File: config.mk
export PLATFORM = sky130hd
export DESIGN_NAME = tdl_mc_flat
export DESIGN_NICKNAME = d
export VERILOG_FILES = /design/src/rtl/tdl_mc_if.sv /design/src/rtl/tdl_mc.sv /design/src/flat_wrapper.sv
export SDC_FILE = /design/constraint.sdc
export NUM_CORES = 1
export LEC_CHECK = 0
export CAP_MARGIN = 20
export CORE_UTILIZATION = 49
export DETAILED_ROUTE_END_ITERATION = 8
export GPL_ROUTABILITY_DRIVEN = 0
export HOLD_SLACK_MARGIN = 0.1
export PLACE_DENSITY = 0.67
export SLEW_MARGIN = 20
export SYNTH_ARGS = -nofsm -noshare
export SYNTH_HDL_FRONTEND = slang
export SYNTH_SLANG_ARGS = --single-unit
File: constraint.sdc
create_clock -name CLK -period 23.8 [get_ports CLK]
set_input_delay 4.76 -clock CLK [delete_from_list [all_inputs] [get_ports CLK]]
set_output_delay 4.76 -clock CLK [all_outputs]
set_load 0.02 [all_outputs]
File: src/rtl/tdl_mc_if.sv
// Bus bundle between the sample source and the channel-interleaved tapped delay line.
// The master side drives samples and flush; the slave side returns per-channel tap vectors.
interface tdl_mc_if #(
    parameter int DATA_WIDTH = 13,
    parameter int TAPS       = 8,
    parameter int CHANNELS   = 4
);
    localparam int CW = (CHANNELS > 1) ? $clog2(CHANNELS) : 1;

    logic                         VIN;
    logic signed [DATA_WIDTH-1:0] DIN;
    logic                         FLUSH;
    logic                         VOUT;
    logic [CW-1:0]                CH_OUT;
    logic signed [DATA_WIDTH-1:0] TP [0:TAPS-1];
    logic                         PRIMED;

    modport master (
        output VIN, DIN, FLUSH,
        input  VOUT, CH_OUT, TP, PRIMED
    );

    modport slave (
        input  VIN, DIN, FLUSH,
        output VOUT, CH_OUT, TP, PRIMED
    );
endinterface

File: src/rtl/tdl_mc.sv
// Channel-interleaved tapped delay line: one TAPS-deep line per channel, fed round-robin,
// presenting the updated line of the current channel one cycle after each accepted sample.
module tdl_mc #(
    parameter int DATA_WIDTH = 13,
    parameter int TAPS       = 8,
    parameter int CHANNELS   = 4
) (
    input  logic    CLK,
    input  logic    RST,
    tdl_mc_if.slave bus
);
    localparam int CW = (CHANNELS > 1) ? $clog2(CHANNELS) : 1;
    localparam int FW = $clog2(TAPS + 1);

    typedef logic signed [DATA_WIDTH-1:0] sample_t;
    typedef logic [FW-1:0]                fill_t;
    typedef logic [CW-1:0]                chan_t;

    localparam fill_t FILL_FULL = fill_t'(TAPS);
    localparam chan_t CH_LAST   = chan_t'(CHANNELS - 1);

    sample_t line_q [CHANNELS][TAPS];
    sample_t line_d [CHANNELS][TAPS];
    fill_t   fill_q [CHANNELS];
    fill_t   fill_d [CHANNELS];
    chan_t   ptr_q, ptr_d;

    sample_t tp_q [TAPS];
    sample_t tp_d [TAPS];
    chan_t   ch_q, ch_d;
    logic    vout_q, vout_d;
    logic    primed_q, primed_d;

    fill_t   fill_inc;

    // NOTE: every variable written here gets a default first, so no path leaves one unassigned and no latch is inferred.
    always_comb begin
        line_d   = line_q;
        fill_d   = fill_q;
        ptr_d    = ptr_q;
        tp_d     = tp_q;
        ch_d     = ch_q;
        vout_d   = 1'b0;
        primed_d = primed_q;
        fill_inc = (fill_q[ptr_q] == FILL_FULL) ? FILL_FULL : fill_q[ptr_q] + fill_t'(1);

        if (bus.FLUSH) begin
            // Flush wins over a simultaneous sample, which is dropped without advancing ptr.
            line_d   = '{default: '0};
            fill_d   = '{default: '0};
            ptr_d    = '0;
            tp_d     = '{default: '0};
            ch_d     = '0;
            primed_d = 1'b0;
        end else if (bus.VIN) begin
            for (int i = TAPS - 1; i > 0; i--) begin
                line_d[ptr_q][i] = line_q[ptr_q][i-1];
            end
            line_d[ptr_q][0] = bus.DIN;
            fill_d[ptr_q]    = fill_inc;
            ptr_d            = (ptr_q == CH_LAST) ? '0 : ptr_q + chan_t'(1);
            tp_d             = line_d[ptr_q];
            ch_d             = ptr_q;
            vout_d           = 1'b1;
            primed_d         = (fill_inc == FILL_FULL);
        end
    end

    // NOTE: state registers use non-blocking assignments so every register samples pre-edge values.
    always_ff @(posedge CLK or posedge RST) begin
        if (RST) begin
            // NOTE: the line storage is reset (not left uninitialised) because unfilled taps must read as zero.
            line_q   <= '{default: '0};
            fill_q   <= '{default: '0};
            ptr_q    <= '0;
            tp_q     <= '{default: '0};
            ch_q     <= '0;
            vout_q   <= 1'b0;
            primed_q <= 1'b0;
        end else begin
            line_q   <= line_d;
            fill_q   <= fill_d;
            ptr_q    <= ptr_d;
            tp_q     <= tp_d;
            ch_q     <= ch_d;
            vout_q   <= vout_d;
            primed_q <= primed_d;
        end
    end

    assign bus.VOUT   = vout_q;
    assign bus.CH_OUT = ch_q;
    assign bus.TP     = tp_q;
    assign bus.PRIMED = primed_q;

endmodule
File: src/flat_wrapper.sv
// flat-port wrapper written by rule: the top's interface ports become plain ports
module tdl_mc_flat 
#(
    parameter int DATA_WIDTH = 13,
    parameter int TAPS       = 8,
    parameter int CHANNELS   = 4
)
  (CLK, RST, bus_VIN, bus_DIN, bus_FLUSH, bus_VOUT, bus_CH_OUT, bus_TP, bus_PRIMED);
  tdl_mc_if #(.DATA_WIDTH(DATA_WIDTH), .TAPS(TAPS), .CHANNELS(CHANNELS)) bus_i ();
  input  logic CLK;
  input  logic RST;
  input wire logic [$bits(bus_i.VIN)-1:0] bus_VIN;
  input wire logic [$bits(bus_i.DIN)-1:0] bus_DIN;
  input wire logic [$bits(bus_i.FLUSH)-1:0] bus_FLUSH;
  output wire logic [$bits(bus_i.VOUT)-1:0] bus_VOUT;
  output wire logic [$bits(bus_i.CH_OUT)-1:0] bus_CH_OUT;
  output wire logic [$bits(bus_i.TP)-1:0] bus_TP;
  output wire logic [$bits(bus_i.PRIMED)-1:0] bus_PRIMED;
  assign bus_i.VIN = bus_VIN;
  assign bus_i.DIN = bus_DIN;
  assign bus_i.FLUSH = bus_FLUSH;
  assign bus_VOUT = bus_i.VOUT;
  assign bus_CH_OUT = bus_i.CH_OUT;
  assign bus_TP = {>>{bus_i.TP}};
  assign bus_PRIMED = bus_i.PRIMED;
  tdl_mc #(.DATA_WIDTH(DATA_WIDTH), .TAPS(TAPS), .CHANNELS(CHANNELS)) u_core (.CLK(CLK), .RST(RST), .bus(bus_i));
endmodule
==> results of run 1 <==
[layout by cell type, fill, tap and decap left out, types with 14 or more instances in the layout]
master           instances
nand2_1                930
dfrtp_1                540
a21oi_1                486
mux2i_1                231
nor2_1                 131
mux4_2                 130
clkdlybuf4s50_1        122
o21ai_0                 79
a211oi_1                71
o221ai_1                70
clkbuf_16               61
nand2b_1                36
a221o_1                 35
buf_4                   33
mux2_2                  29
a311oi_1                27
clkbuf_1                17
clkbuf_8                16
o21ai_1                 14
a221oi_1                14
[through the flow]
| step | util, % | area, um^2 | setup slack, ns | cells |
|---|---|---|---|---|
| 6_report | 55.0 | 33100 | 16.00 | 3923 |
| 5_1_grt | 55.0 | 33100 | 15.38 | 3923 |
| 4_1_cts | 54.9 | 33100 | 15.50 | 3922 |
| 3_5_place_dp | 51.6 | 31100 | 14.84 | 3813 |
| 3_3_place_gp | 51.6 | 31100 | 14.93 | 3813 |
| 2_1_floorplan | - | 29800 | 3.89 | 3182 |
[flip-flops by register name (all words and copies together) (netlist names)]
signal	count
u_core.bus.CH_OUT	2
u_core.fill_q	16
u_core.bus.VOUT	1
u_core.bus.TP	104
u_core.ptr_q	2
u_core.line_q	416
u_core.bus.PRIMED	1
[cells in the mapped netlist, drive strengths merged, types with 2 or more instances]
| cell type | instances | area share, % |
|---|---|---|
| a22o | 4 | 0.12 |
| a21o | 2 | 0.050 |
| nand2b | 36 | 0.76 |
| a21oi | 487 | 8.2 |
| a311oi | 27 | 0.79 |
| ha | 6 | 0.25 |
| mux4 | 130 | 9.8 |
| o21ai | 93 | 1.6 |
| nand3 | 5 | 0.084 |
| nor2 | 133 | 1.7 |
| mux2i | 231 | 7.8 |
| nand2 | 934 | 12 |
| clkbuf | 189 | 2.4 |
| a221oi | 14 | 0.41 |
| and2 | 4 | 0.084 |
| dfrtp | 542 | 45 |
| a211oi | 73 | 1.9 |
| a221o | 35 | 1.2 |
| buf | 121 | 2.3 |
| inv | 6 | 0.076 |
| mux2 | 30 | 1.1 |
| o221ai | 70 | 2.1 |
| nor2b | 4 | 0.084 |
[how the worst min path moves through the flow]
stage / from / endpoint / slack (ns) / depth (start not counted)
after CTS: u_core.bus.TP[12]$_DFFE_PP0P_ / u_core.bus.TP[12]$_DFFE_PP0P_ / 0.49 / 1
after global routing: u_core.bus.TP[34]$_DFFE_PP0P_ / u_core.bus.TP[34]$_DFFE_PP0P_ / 0.51 / 2
after floorplan: u_core.line_q[210]$_DFFE_PP0P_ / u_core.line_q[210]$_DFFE_PP0P_ / 0.50 / 2
after detailed placement: u_core.bus.TP[12]$_DFFE_PP0P_ / u_core.bus.TP[12]$_DFFE_PP0P_ / 0.47 / 1
after global placement: u_core.bus.TP[12]$_DFFE_PP0P_ / u_core.bus.TP[12]$_DFFE_PP0P_ / 0.47 / 1
final: u_core.bus.TP[12]$_DFFE_PP0P_ / u_core.bus.TP[12]$_DFFE_PP0P_ / 0.48 / 1
[layout make-up]
cell class	instances	share of cell area [%]
Timing Repair Buffer	160	4.69
Tap cell	782	2.96
Multi-Input combinational cell	2323	45.3
Clock inverter	15	0.480
Inverter	7	0.106
Clock buffer	94	5.47
Sequential cell	542	41.0
[worst max-delay path: stages]
cell             delay (ns)
clkdlybuf4s50_1        0.49
inv_8                  0.56
buf_4                  0.87
buf_4                  0.91
buf_6                  0.68
[power by group through the flow]
| stage | clock, mW | sequential [mW] | combinational (mW) |
|---|---|---|---|
| floorplan | 0 | 0.975 | 0.205 |
| global placement | 0 | 0.972 | 0.305 |
| detailed placement | 0 | 0.973 | 0.309 |
| CTS | 0.947 | 0.957 | 0.310 |
| global route | 0.981 | 0.958 | 0.330 |
| finish | 0.938 | 0.957 | 0.313 |
[metal layers]
layer  share of wire [%]  GRT usage [%]  vias up
met3                 7.9           3.87      200
met1                  41           40.9    12800
met5                   0              0        -
li1                    -              -    11000
met2                  49           49.7     1346
met4                 2.9           11.6        0
[cells by family (layout without fill, tap and decap cells)]
kind of cell,Yosys count,after routing,share of synthesized area (%)
AO/OA/AOI/OAI,806,806,16.3
multiplexers,391,391,18.7
XOR/XNOR,2,2,0.0587
adder cells (fa/ha/maj),6,6,0.252
buffers and inverters,317,276,4.74
flip-flops,542,542,45.5
AND/OR/NAND/NOR,1118,1118,14.5
==> run metrics, run 1 <==
global-route wire length before repair 148 mm; Post-CTS Hold Fix Bufs 0; hold_ws about 0.48 ns; IO Count ~130; post-synthesis cell count around 3,200; Synth Register Bits 542; CP Launch Type primary input; total gr overflow 0; Worst slew margin 29.8%; crit-path max FO between 100 and 150; area of the core about 60,000 um^2; Worst EP required ~24 ns; Final Hold Vio Count 0; clock tree buffer depth 3; vias in the first global route ~25,000; TritonRoute pass-1 iters 6; Netlist cell types 37; Sequential Power Share between 40% and 50%; area of the mapped netlist 29,800 um^2; post-cts sizing count 0; clk sink count roughly 540; n_diodes 0; RSZ-0062 raised after global routing false; Setup crit start RST; sw frac 28.3%; share of cells above drive strength 1 under 10%; synth warn 0; min Tclk post-route just under 8 ns; Avg Vias per Cell roughly 6.5; FF/Latch Area 13,600 um^2; Crit. End Element asynchronous set/reset pin; Skew-Pair Late Insertion Delay around 0.63 ns; worst r2r src u_core.ptr_q[0]$_DFFE_PP0P_; NetSw around 620 uW; Avg Cell Area, Syn 9.37 um^2; Initial DRC Count around 2,900; count of final setup violators 0; number of synthesized flops with an enable pin 0; routed len/inst between 20 and 25 um; die width 249 um; IO Port Bufs about 120; maximum VDD drop roughly 0.000065 V; WP data arrival between 8 and 9 ns; Area Overhead vs Synth 11.0%; Max Clock Freq 128 MHz; CTS root buf clkbuf_16; RR Endpoint u_core.line_q[49]$_DFFE_PP0P_; Pwr Total about 2.2 mW; Die Y about 250 um; Main synth FF type dfrtp_1; fin crit share between 30% and 40%; CTS tree done; Layout fillers roughly 5,200; routed via count approximately 25,000; largest net degree at the start of global routing about 250; clock share of power a little over two fifths; Comb power frac between 10 and 15%; initial antenna violation count 0; pwr/cell area 66.7 nW/um^2; Die Area approximately 62,000 um^2; Max-Cap Viols 0; row count 90; register area share after synthesis between 40% and 50%; kind of critical path in -> async; clock buffer count from CTS 59; internal power between 1.5 and 2 mW; drt drc 0; Initial Util 49.5%; flop-to-flop setup slack approximately 18 ns; Max Slew Vio Count 0; Reg2Reg Depth 8; post-CTS setup buffers 0; antenna viol nets, final 0; final-stage net count about 3,100; CTS clk-pin slew, worst paths 0.06 ns; H-Tree Depth 2; Worst Setup EP u_core.line_q[316]$_DFFE_PP0P_; Synth Net Count 3,205; GRT Total Usage slightly above 30%; Multi-input gate area 15,000 um^2; Slew @ Worst Pin between 1 and 1.5 ns; outcome complete, no violations; Post-DP HPWL 49.4 mm; final WL 94.2 mm; Worst Hold Class reg -> reg; clock skew 0.0179 ns; setup TNS 0 ns; Async SR Flop Fraction 100%; P_leak around 12 nW
Note: power is estimated with default switching activity, not from simulation.
==> inputs of run 2 (changes only) <==
--- a/config.mk
+++ b/config.mk
@@ -10,7 +10,7 @@
 export DETAILED_ROUTE_END_ITERATION = 8
 export GPL_ROUTABILITY_DRIVEN = 0
 export HOLD_SLACK_MARGIN = 0.1
-export PLACE_DENSITY = 0.67
+export PLACE_DENSITY = 0.69
 export SLEW_MARGIN = 20
 export SYNTH_ARGS = -nofsm -noshare
 export SYNTH_HDL_FRONTEND = slang
==> constraint.sdc (replaced) <==
create_clock -name CLK -period 7.06 [get_ports CLK]
set_input_delay 1.412 -clock CLK [delete_from_list [all_inputs] [get_ports CLK]]
set_output_delay 1.412 -clock CLK [all_outputs]
set_load 0.02 [all_outputs]
==> run metrics, run 2 (same netlist as run 1, synthesis figures left out) <==
outcome finished with violations; failing checks DRC; kind of critical path reg -> reg; area of the core 60,200 um^2 (unchanged); RR Endpoint u_core.bus.TP[102]$_DFFE_PP0P_; final WL 95.2 mm (+1.0%); Initial Util 49.5% (unchanged); clock skew 0.0272 ns (+0.00929 ns); Avg Vias per Cell 6.52 (+0.75%); WP data arrival 5.09 ns (-3.37 ns); row count 90 (unchanged); final-stage net count 3,119 (+0.096%); IO Port Bufs 124 (unchanged); slowest cell on the critical path buf_4; Max-Cap Viols 0 (unchanged); drt drc 1 (+1); Crit. End Element register; H-Tree Depth 2 (unchanged); Skew-Pair Late Insertion Delay 0.65 ns (+0.02 ns); Largest register FFs 416 (unchanged); final design utilization 55.2% (+0.28 points); die width 249 um (unchanged); Worst EP required 7.60 ns (-16.86 ns); post-cts sizing count 0 (unchanged); largest stage delay on the critical path 0.90 ns (about the same); maximum VDD drop 0.000197 V (+200%); Worst Hold Class reg -> reg; pwr/cell area 226 nW/um^2 (+240%); largest register by flop count u_core.line_q; share of cells above drive strength 1 10.3% (+0.31 points); CTS root buf clkbuf_16; count of final setup violators 0 (unchanged); hold_ws 0.490 ns (+0.00904 ns); TritonRoute pass-1 iters 9 (+3); Worst Setup EP u_core.bus.TP[102]$_DFFE_PP0P_; CTS tree done; initial antenna violation count 2 (+2); post-CTS setup buffers 0 (unchanged); Post-CTS Hold Fix Bufs 0 (unchanged); Area Overhead vs Synth 11.6%; Post-DP HPWL 50.6 mm (+2.3%); Slew @ Worst Pin 1.11 ns (+0.0586 ns); CP cell instances inv_2 > ha_4 > buf_4 > mux2i_1 > mux4_2 > a211oi_1; Max Clock Freq between 200 and 250 MHz; Die Area 61,900 um^2 (unchanged); CTS clk-pin slew, worst paths 0.06 ns (about the same); crit-path max FO 57 (-50%); routed len/inst 24.2 um (+0.92%); total gr overflow 0 (unchanged); Die Y 249 um (unchanged); Pwr Total 7.53 mW (+240%); dpl cells 3,815 (+0.052%); Final Hold Vio Count 0 (unchanged); Worst slew margin 26.0% (-3.8 points); clock tree buffer depth 3 (unchanged); RSZ-0062 raised after global routing false; IO Count 125 (unchanged); min Tclk post-route between 4 and 5 ns; largest net degree at the start of global routing 196 (-20%); antenna viol nets, final 0 (unchanged); clock buffer count from CTS 59 (unchanged); routed via count 25,600 (+0.83%); worst r2r src u_core.ptr_q[0]$_DFFE_PP0P_; commonest non-fill, non-tap cell in the layout nand2_1; setup TNS 0 ns (unchanged); flop-to-flop setup slack 2.52 ns (-15.18 ns); Multi-input gate area 15,000 um^2 (unchanged); global-route wire length before repair 150 mm (+1.4%); Reg2Reg Depth 6 (-2); vias in the first global route 25,600 (+0.37%); Initial DRC Count 3,192 (+11%); CP Launch Type register; clk sink count 542 (unchanged); Finished Layout Cells 3,926 (+0.076%); Max Slew Vio Count 0 (unchanged); Layout fillers 5,113 (-2.0%); most frequent cells in the layout nand2_1, dfrtp_1, a21oi_1; fin crit share 64.4%; GRT Total Usage 30.6% (+0.42 points); FF/Latch Area 13,600 um^2 (unchanged); Setup crit start u_core.ptr_q[0]$_DFFE_PP0P_; P_leak 12.5 nW (+0.66%)
## run 2: changes by cell type in the layout (fill, tap and decap cells not counted), moves of 2 or more
cell / previous run / this run
buf_12: 1 / 7
buf_4: 33 / 29
bufinv_16: 3 / 5
clkbuf_1: 17 / 10
clkbuf_16: 61 / 59
clkinv_2: 10 / 15
## run 2: per-stage QoR
stage          worst slack [ns]  cell area, um^2
2_1_floorplan             -1.72            29800
3_3_place_gp               2.69            31200
3_5_place_dp               2.69            31200
4_1_cts                    2.66            33200
5_1_grt                    2.39            33300
6_report                   2.52            33300
## run 2: metal layers
metal,vias up,routed length [um],GRT usage [%]
met1,12800,37800,41.9
met4,2,3080,12.1
met3,203,9530,5.35
li1,11000,-,-
met2,1523,44700,48.7
met5,-,7,0
## run 2: critical path, delay by kind of cell (launching register included)
family | cells | cell delay, ns
buffers and inverters | 2 | 1.73
adder cells (fa/ha/maj) | 1 | 0.86
multiplexers | 2 | 0.74
flip-flops | 1 | 0.69
AO/OA/AOI/OAI | 1 | 0.29
## run 2: worst min-delay path by stage
stage	to	slack (ns)	cells after the start	startpoint
CTS	u_core.bus.TP[45]$_DFFE_PP0P_	0.50	2	u_core.bus.TP[45]$_DFFE_PP0P_
finish	u_core.bus.TP[45]$_DFFE_PP0P_	0.49	2	u_core.bus.TP[45]$_DFFE_PP0P_
global placement	u_core.bus.TP[47]$_DFFE_PP0P_	0.48	2	u_core.bus.TP[47]$_DFFE_PP0P_
global route	u_core.bus.TP[45]$_DFFE_PP0P_	0.53	2	u_core.bus.TP[45]$_DFFE_PP0P_
detailed placement	u_core.bus.TP[45]$_DFFE_PP0P_	0.48	2	u_core.bus.TP[45]$_DFFE_PP0P_
floorplan	u_core.line_q[210]$_DFFE_PP0P_	0.50	2	u_core.line_q[210]$_DFFE_PP0P_
## run 2: final cells by class
cell class	instances	area share (%)
Antenna cell	1	0.00752
Timing Repair Buffer	163	5.02
Clock buffer	86	5.25
Clock inverter	22	0.827
Inverter	7	0.0940
Multi-Input combinational cell	2323	45.1
Tap cell	782	2.94
Sequential cell	542	40.8
## run 2: report_power, final
part	switching (mW)	total, mW	internal [mW]	leakage, nW
sequential	0.0636	3.22	3.16	7.51
combinational	0.738	1.07	0.332	3.94
clock	1.34	3.23	1.89	1.01
total	2.14	7.53	5.39	12.5
